[src/rtl/fab_uart_pkg.sv]
// Shared definitions for the fabric UART blocks (receiver now, transmitter later).
package fab_uart_pkg;

    localparam int UART_DATA_BITS            = 8;
    localparam int UART_CLKS_PER_BIT_DEFAULT = 434;  // 50 MHz / 115200 baud

    typedef enum logic [2:0] {
        IDLE,
        START,
        DATA,
        STOP,
        BREAK
    } uart_rx_state_t;

endpackage

[src/rtl/fab_uart_rx_sync_2ff.sv]
// Two-flop synchronizer for a single asynchronous input; reset value selectable.
module sync_2ff #(
    parameter logic RESET_VAL = 1'b1
) (
    input  logic clk,
    input  logic reset,
    input  logic d,
    output logic q
);

    logic meta;

    always_ff @(posedge clk) begin
        if (reset) begin
            meta <= RESET_VAL;
            q    <= RESET_VAL;
        end else begin
            meta <= d;
            q    <= meta;
        end
    end

endmodule

[src/rtl/fab_uart_rx.sv]
// Fabric-side 8N1 UART receiver; bytes are presented on a valid/ready holding register.
//
// state | meaning
// IDLE  | line idle, watching for a 1->0 edge on rxs
// START | waiting for the start-bit centre to confirm it is still low
// DATA  | sampling the eight data bits at their centres, LSB first
// STOP  | waiting for the stop-bit centre; deliver, drop (overrun) or flag framing error
// BREAK | line held low after a framing error; wait for it to return high
module fab_uart_rx
    import fab_uart_pkg::*;
#(
    parameter int CLKS_PER_BIT = UART_CLKS_PER_BIT_DEFAULT
) (
    input  logic                      CLK,
    input  logic                      RESET,
    input  logic                      RXD,
    output logic [UART_DATA_BITS-1:0] RX_DATA,
    output logic                      RX_VALID,
    input  logic                      RX_READY,
    output logic                      FRAME_ERR,
    output logic                      OVERRUN
);

    localparam int             CNT_W     = $clog2(CLKS_PER_BIT);
    localparam logic [CNT_W-1:0] HALF_LOAD = CNT_W'(CLKS_PER_BIT / 2 - 1);
    localparam logic [CNT_W-1:0] FULL_LOAD = CNT_W'(CLKS_PER_BIT - 1);
    localparam logic [2:0]     IDX_LAST  = 3'(UART_DATA_BITS - 1);

    logic rxs;
    logic rxs_prev;
    logic rxs_fell;

    uart_rx_state_t              state_q, state_d;
    logic [CNT_W-1:0]            cnt_q, cnt_d;
    logic [2:0]                  idx_q, idx_d;
    logic [UART_DATA_BITS-1:0]   shift_q, shift_d;
    logic [UART_DATA_BITS-1:0]   data_q, data_d;
    logic                        valid_q, valid_d;
    logic                        ferr_q, ferr_d;
    logic                        ovr_q, ovr_d;
    logic                        cnt_zero;

    sync_2ff #(
        .RESET_VAL (1'b1)
    ) u_sync_rxd (
        .clk   (CLK),
        .reset (RESET),
        .d     (RXD),
        .q     (rxs)
    );

    assign rxs_fell = rxs_prev & ~rxs;
    assign cnt_zero = (cnt_q == '0);

    always_ff @(posedge CLK) begin
        if (RESET) begin
            rxs_prev <= 1'b1;
            state_q  <= IDLE;
            cnt_q    <= '0;
            idx_q    <= '0;
            shift_q  <= '0;
            data_q   <= '0;
            valid_q  <= 1'b0;
            ferr_q   <= 1'b0;
            ovr_q    <= 1'b0;
        end else begin
            rxs_prev <= rxs;
            state_q  <= state_d;
            cnt_q    <= cnt_d;
            idx_q    <= idx_d;
            shift_q  <= shift_d;
            data_q   <= data_d;
            valid_q  <= valid_d;
            ferr_q   <= ferr_d;
            ovr_q    <= ovr_d;
        end
    end

    always_comb begin
        state_d = state_q;
        cnt_d   = cnt_zero ? cnt_q : cnt_q - 1'b1;
        idx_d   = idx_q;
        shift_d = shift_q;
        data_d  = data_q;
        valid_d = valid_q & ~RX_READY;
        ferr_d  = 1'b0;
        ovr_d   = 1'b0;

        case (state_q)
            IDLE: begin
                if (rxs_fell) begin
                    cnt_d   = HALF_LOAD;
                    state_d = START;
                end
            end
            START: begin
                if (cnt_zero) begin
                    if (rxs) begin
                        state_d = IDLE;
                    end else begin
                        cnt_d   = FULL_LOAD;
                        idx_d   = '0;
                        state_d = DATA;
                    end
                end
            end
            DATA: begin
                if (cnt_zero) begin
                    shift_d[idx_q] = rxs;
                    cnt_d          = FULL_LOAD;
                    idx_d          = idx_q + 3'd1;
                    if (idx_q == IDX_LAST) begin
                        state_d = STOP;
                    end
                end
            end
            STOP: begin
                if (cnt_zero) begin
                    if (!rxs) begin
                        ferr_d  = 1'b1;
                        state_d = BREAK;
                    end else begin
                        // An acceptance in this same cycle frees the register for the new byte.
                        if (!valid_q || RX_READY) begin
                            data_d  = shift_q;
                            valid_d = 1'b1;
                        end else begin
                            ovr_d = 1'b1;
                        end
                        state_d = IDLE;
                    end
                end
            end
            BREAK: begin
                if (rxs) begin
                    state_d = IDLE;
                end
            end
            default: begin
                state_d = IDLE;
            end
        endcase
    end

    assign RX_DATA   = data_q;
    assign RX_VALID  = valid_q;
    assign FRAME_ERR = ferr_q;
    assign OVERRUN   = ovr_q;

endmodule

[config.mk]
export PLATFORM = sky130hd
export DESIGN_NAME = fab_uart_rx
export DESIGN_NICKNAME = d
export VERILOG_FILES = /design/src/rtl/fab_uart_pkg.sv /design/src/rtl/fab_uart_rx_sync_2ff.sv /design/src/rtl/fab_uart_rx.sv
export SDC_FILE = /design/constraint.sdc
export NUM_CORES = 1
export LEC_CHECK = 0
export ABC_AREA = 1
export CAP_MARGIN = 20
export CORE_MARGIN = 2
export CORE_UTILIZATION = 55
export DETAILED_ROUTE_END_ITERATION = 7
export PLACE_DENSITY = 0.84
export SETUP_SLACK_MARGIN = 0.02
export SYNTH_ARGS = -nofsm -noshare
export SYNTH_HDL_FRONTEND = slang
export SYNTH_HIERARCHICAL = 1
export SYNTH_SLANG_ARGS = --single-unit
[constraint.sdc]
create_clock -name CLK -period 2.3 [get_ports CLK]
set_input_delay 0.23 -clock CLK [delete_from_list [all_inputs] [get_ports CLK]]
set_output_delay 0.23 -clock CLK [all_outputs]
set_load 0.05 [all_outputs]
# After elaboration in Yosys (flattened, before gate mapping)
# Cells that the tools add are included.
# op_classes
shift	0
eq_ne	12
bitwise	6
n_lt_le_gt_ge	2
n_mul	0
n_addsub	2
n_mux	28
n_div	0
reduce_logical	12
# ops
operator	n
9-bit 2-to-1 mux	5
3-bit 2-to-1 mux	10
9-bit case mux with 3 select lines	1
3-bit case mux with 5 select lines	1
2-bit != test (second input constant)	6
9-bit zero test	1
9-bit by 1-bit subtractor with 9-bit output (second input constant)	1
8-bit bitwise mux	1
4-bit AND reduction	2
1-bit 2-to-1 mux	7
3-bit by 2-bit equality test with 1-bit output (second input constant)	2
3-bit equality test (second input constant)	2
3-bit case mux with 2 select lines	1
6-bit AND reduction	1
3-bit by 4-bit < comparator with 1-bit output (second input constant)	1
1-bit inverter	4
4-bit OR reduction	1
3-bit by 1-bit adder with 3-bit output (second input constant)	1
1-bit demux with 3-bit select	1
3-bit by 1-bit equality test with 1-bit output (second input constant)	1
3-bit by 1-bit greater-or-equal comparator with 1-bit output (second input constant)	1
3-bit zero test	1
3-bit OR reduction	1
1-bit AND	2
7 further kinds	7
# word_totals
mem_bits_rw	0
latch_bits	0
in_bits	4
rom_bits	0
ff_bits	37
output_inout_bits	11
n_memories	0
word_cells	73

# Longest topological paths before layout
# depth
depth_word	6
mapped_depth	13
ltp_nobuf	12

# Modules after synthesis
# Netlist, hierarchy kept.
# modules_own_cells
module	seq_area_each_um2	instances	area_per_inst_um2	cells_per_inst
fab_uart_rx	700.7	1	1771.7	253
sync_2ff	40.0	1	58.8	7

# Least setup slack after synthesis
# No wires, ideal clock.
# synth_timing
path_kind	register to register
startpoint	reg cnt_q[0]
endpoint	reg cnt_q[0]
n_path_buf	1
setup_slack_ns	0.501
t_arrival_ns	1.690
period_less_slack_ns	1.799
path_stages_with_launch	14
setup_time_ns	0.109
required_ns	2.191
cell_sequence	dfxtp_1 -> inv_1 -> ha_1 -> nand2_1 -> nor2_2 -> nand2_4 -> buf_4 -> ha_1 -> nor2_1 -> nand2_1 -> nand3_1 -> nand3_1 -> nand2_1 -> inv_1
# synth_between
elab_chain_cells	5
word_cells_on_any_way	8
cone_classes	add/sub: 1; mux: 6; reduce/logical: 1
# synth_lines
element	line_no	rtl
from (decl)	fab_uart_rx.sv:34	logic [CNT_W-1:0] cnt_q, cnt_d;
from (signal assigned)	fab_uart_rx.sv:69	cnt_q <= cnt_d;
9-bit by 1-bit subtractor with 9-bit output / 9-bit zero test (equally long branches)	fab_uart_rx.sv:81, fab_uart_rx.sv:53	
9-bit 2-to-1 mux	fab_uart_rx.sv:81	cnt_d = cnt_zero ? cnt_q : cnt_q - 1'b1;
9-bit 2-to-1 mux	fab_uart_rx.sv:98	if (rxs) begin
9-bit 2-to-1 mux	fab_uart_rx.sv:97	if (cnt_zero) begin
9-bit case mux with 3 select lines (*)	fab_uart_rx.sv:89	case (state_q)
# Every way passes the cells marked *; elsewhere a longest branch is shown, timed or not.
# A chain may end at the register's enable or synchronous reset.

# Worst setup path in the final report
# Same ends and word-level chain as after synthesis.

==> results.txt <==
----------------------------------------------------
[Drt]
  Iteration-0 DRC Markers ... 104
  Number of remaining DRC errors ... 0
  Wire length on met1 ... 1730 um
  Antenna viol nets, final ... 0
  Drt wl/cell ... 11.1 um
  Highest routing layer actually used ... met4
  Number of detailed-routing iterations run before antenna repair ... 5
  Routed Wire Length ... 3580 um
  Total met2 wirelength after detailed routing ... 1600 um
  Met3 routed WL ... 201 um
  Vias after detailed routing ... 1,671
  Average vias per placed instance ... 5.21

[Yosys]
  Post-synthesis cell count ... 260
  EDFF count, synth ... 0
  Cell taking the most area after synthesis ... sky130_fd_sc_hd__dfxtp_1
  Top area cells in the synthesized netlist ... sky130_fd_sc_hd__dfxtp_1 (40%), sky130_fd_sc_hd__nand2_1 (13%), sky130_fd_sc_hd__nand3_1 (8.7%)
  Most frequent cell after synthesis ... sky130_fd_sc_hd__nand2_1
  Top_reg_cell synth ... sky130_fd_sc_hd__dfxtp_1
  Share of Yosys cell area claimed by the top area cell type ... 40.5%
  Post-synthesis sequential area ratio ... 40.5%
  Warning count from the yosys run ... 6
  Synth unique cells ... 27
  Net Count, Synth ... 269
  Ranking of synthesized cells by instance count ... sky130_fd_sc_hd__nand2_1 (65), sky130_fd_sc_hd__dfxtp_1 (37), sky130_fd_sc_hd__nand3_1 (32)
  Post-synthesis instance area ... 0.00183 mm2
  Share of async-settable or async-resettable flops after synthesis ... 0%
  Mean area per synthesized cell ... 7.04 um2
  Flip-flop and latch count after synthesis ... 37

[Placement]
  Last weighted congestion value of the routability-driven placer ... 0.930
  Detail Placement HPWL ... 2490 um
  Quantity of I/O buffers inserted on ports ... 14
  Placement Setup Slack ... 0.456 ns

[Clock tree]
  CTS tree ... yes
  Number of gates given a new drive strength after cts ... 0
  Sinks on Clock Net ... 37
  Library cell used as clock root buffer ... sky130_fd_sc_hd__clkbuf_4
  Clock insertion delay at the later pin of the skew report ... 0.35 ns
  Post-CTS setup repair buffer count ... 0
  Maximum clock insertion buffer count ... 2
  Hold buffer count at CTS ... 0
  Clock edge transition at the registers on the reported setup and hold paths ... 0.12 ns
  Total CTS buffers ... 5
  Deepest level of the CTS H-tree ... 2

[Setup path]
  Worst Path Buf+Inv ... 2
  Startpoint of the most critical register-to-register path ... cnt_q[0]
  Most numerous cell on the critical path ... sky130_fd_sc_hd__nand2_1
  Family with the most delay on the worst path ... simple AND/OR/NAND/NOR gates
  Critical path class ... reg2reg
  Highest fanout seen on the critical path ... 14
  Required arrival time at the worst endpoint ... 2.57 ns
  Cell-by-cell trace of the critical path ... inv_1 -> ha_1 -> nand2_1 -> nor2_2 -> nand2_4 -> ha_1 -> nor2_1 -> nand2_1 -> nand3_1 -> nand3_1 -> nand2_1 -> inv_1
  Source of the critical timing path ... cnt_q[0]
  Kind of start point of the critical path ... flip-flop
  Biggest cell delay along the critical path ... 0.34 ns
  Critical path endpoint category ... flip-flop
  Data arrival time at the worst-slack endpoint ... 2.13 ns
  Slowest cell on crit path ... sky130_fd_sc_hd__dfxtp_1

[Hold path]
  Launch point of the worst hold path ... RXD
  Class of the tightest hold or removal check ... in2reg

[Timing]
  Worst-case setup margin in the final layout ... 0.439 ns
  Pins over their slew limit ... 0
  Fin Setup TNS ... 0 ns
  Fin Clk Skew ... 0.00455 ns
  Share of the cycle needed by the critical path after routing ... 80.9%
  RSZ-0062 raised after global routing ... no
  Tightest Pin Transition ... 0.492 ns
  Hold violation count in the final report ... 0
  Count of endpoints failing setup in the final report ... 0
  Clock period minus final worst setup slack ... 1.86 ns
  Slew headroom ... 67.1%
  Fmax achieved ... 0.537 GHz

[Floorplanning]
  Core Footprint ... 0.00310 mm2
  Initial standard-cell utilization of the core ... 59.0%
  Die area ... 0.00381 mm2
  Row count ... 20
  Chip Width ... 61.7 um
  Die boundary height ... 61.7 um
  Ports ... 15

[GRT]
  Global-route wire length before repair ... 6040 um
  Vias in the first global route ... 1,415
  Initial antenna violation count ... 0
  Total grt overflow ... 0
  Largest net degree at the start of global routing ... 25
  GRT Resource Usage Total ... 21.7%

[Power and ir drop]
  Sequential fraction of design power ... 35.8%
  Post-route total power ... 2.25 mW
  Highest ir drop seen on vdd ... 0.650 mV
  Switching Power ... 888 uW
  Switching fraction of total power ... 39.5%
  Cell internal pwr ... 1.36 mW
  Pleak ... 0.882 nW
  Proportion of power drawn by combinational gates ... 38.4%
  Power density over cell area ... 1070 mW/mm2
  Clock network fraction of total power ... 25.8%

[Flow run]
  Maxcap violations ... 0

[Layout]
  Number of nets in the layout ... 285
  Core utilization of the finished layout ... 67.8%
  Diode count ... 0
  Area Growth Syn to Fin ... 15.0%
  Fraction of final layout cells sized beyond drive strength 1 ... 9.75%

[Run status]
  Result of the run ... completed

----------------------------------------------------
==> placed cells by master (no fill, tap or decap), drive strengths merged <==
master / netlist / final
a21boi: 1 / 1
a21oi: 25 / 25
a31oi: 1 / 1
buf: 3 / 1
bufinv: 0 / 2
clkbuf: 3 / 5
clkdlybuf4s50: 0 / 14
dfxtp: 37 / 37
ha: 5 / 5
inv: 27 / 28
nand2: 71 / 71
nand3: 32 / 32
nand3b: 1 / 1
nand4: 5 / 5
nor2: 34 / 34
nor3: 4 / 4
nor4: 1 / 1
o21ai: 6 / 6
o21bai: 1 / 1
o22ai: 1 / 1
or2: 2 / 2
==> routing by layer <==
metal  up-vias  global-route usage [%]
met5         -                       0
met4         0                    10.0
met3         5                    5.59
met2        48                    33.5
met1       740                    28.6
li1        878                       -
==> power by group through the flow <==
stage / logic (mW) / clock network [mW] / registers, mW
after detailed placement: 0.855 / 0 / 0.815
after floorplan: 0.733 / 0 / 0.797
final: 0.863 / 0.581 / 0.804
after CTS: 0.863 / 0.590 / 0.801
after global routing: 0.985 / 0.615 / 0.819
after global placement: 0.830 / 0 / 0.816
==> registers in the layout (all words and copies together) (netlist names) <==
signal / cells
FRAME_ERR: 1
OVERRUN: 1
RX_DATA: 8
RX_VALID: 1
cnt_q: 9
idx_q: 3
rxs_prev: 1
shift_q: 8
state_q: 3
u_sync_rxd/meta: 1
u_sync_rxd/q: 1
==> cells by family (layout without fill, tap and decap cells) <==
kind of cell	count (synthesis)	in the layout	synth area share (%)
AOI/OAI and AO/OA	35	35	9.98
DFF	37	37	40.5
and+or+nand+nor	150	150	38.7
buffers and inverters	33	50	7.45
adders and majority gates	5	5	3.42
==> worst register-to-register path, delay by kind of cell, from the launching register on <==
kind / cells / cell delay, ns
flip-flops: 1 / 0.34
adder cells (fa/ha/maj): 2 / 0.52
AND/OR/NAND/NOR: 8 / 0.74
buffers and inverters: 2 / 0.16
==> stage by stage <==
step           cells  hold WS [ns]  area, um2
6_report         321         0.397       2100
5_1_grt          321         0.415       2100
4_1_cts          321         0.392       2100
3_5_place_dp     313         0.393       2000
3_3_place_gp     313         0.388       2000
2_1_floorplan    260         0.322       1830
==> worst paths after layout <==
kind,endpoint,slack (ns),cells after the start
setup / recovery,cnt_q[0],0.44,12
hold / removal,u_sync_rxd/meta,0.40,3
setup reg to reg,cnt_q[0],0.44,12
hold reg to reg,u_sync_rxd/q,0.42,2
==> area by class of cell <==
class / instances / area (um2)
clock buffers: 5 / 37.5
inverters: 27 / 101
flip-flops and latches: 37 / 741
clock inverters: 3 / 68.8
fillers: 280 / 998
multi-input cells: 190 / 953
well taps: 44 / 55.1
repair buffers: 15 / 148
(Power assumes the default switching activity.)
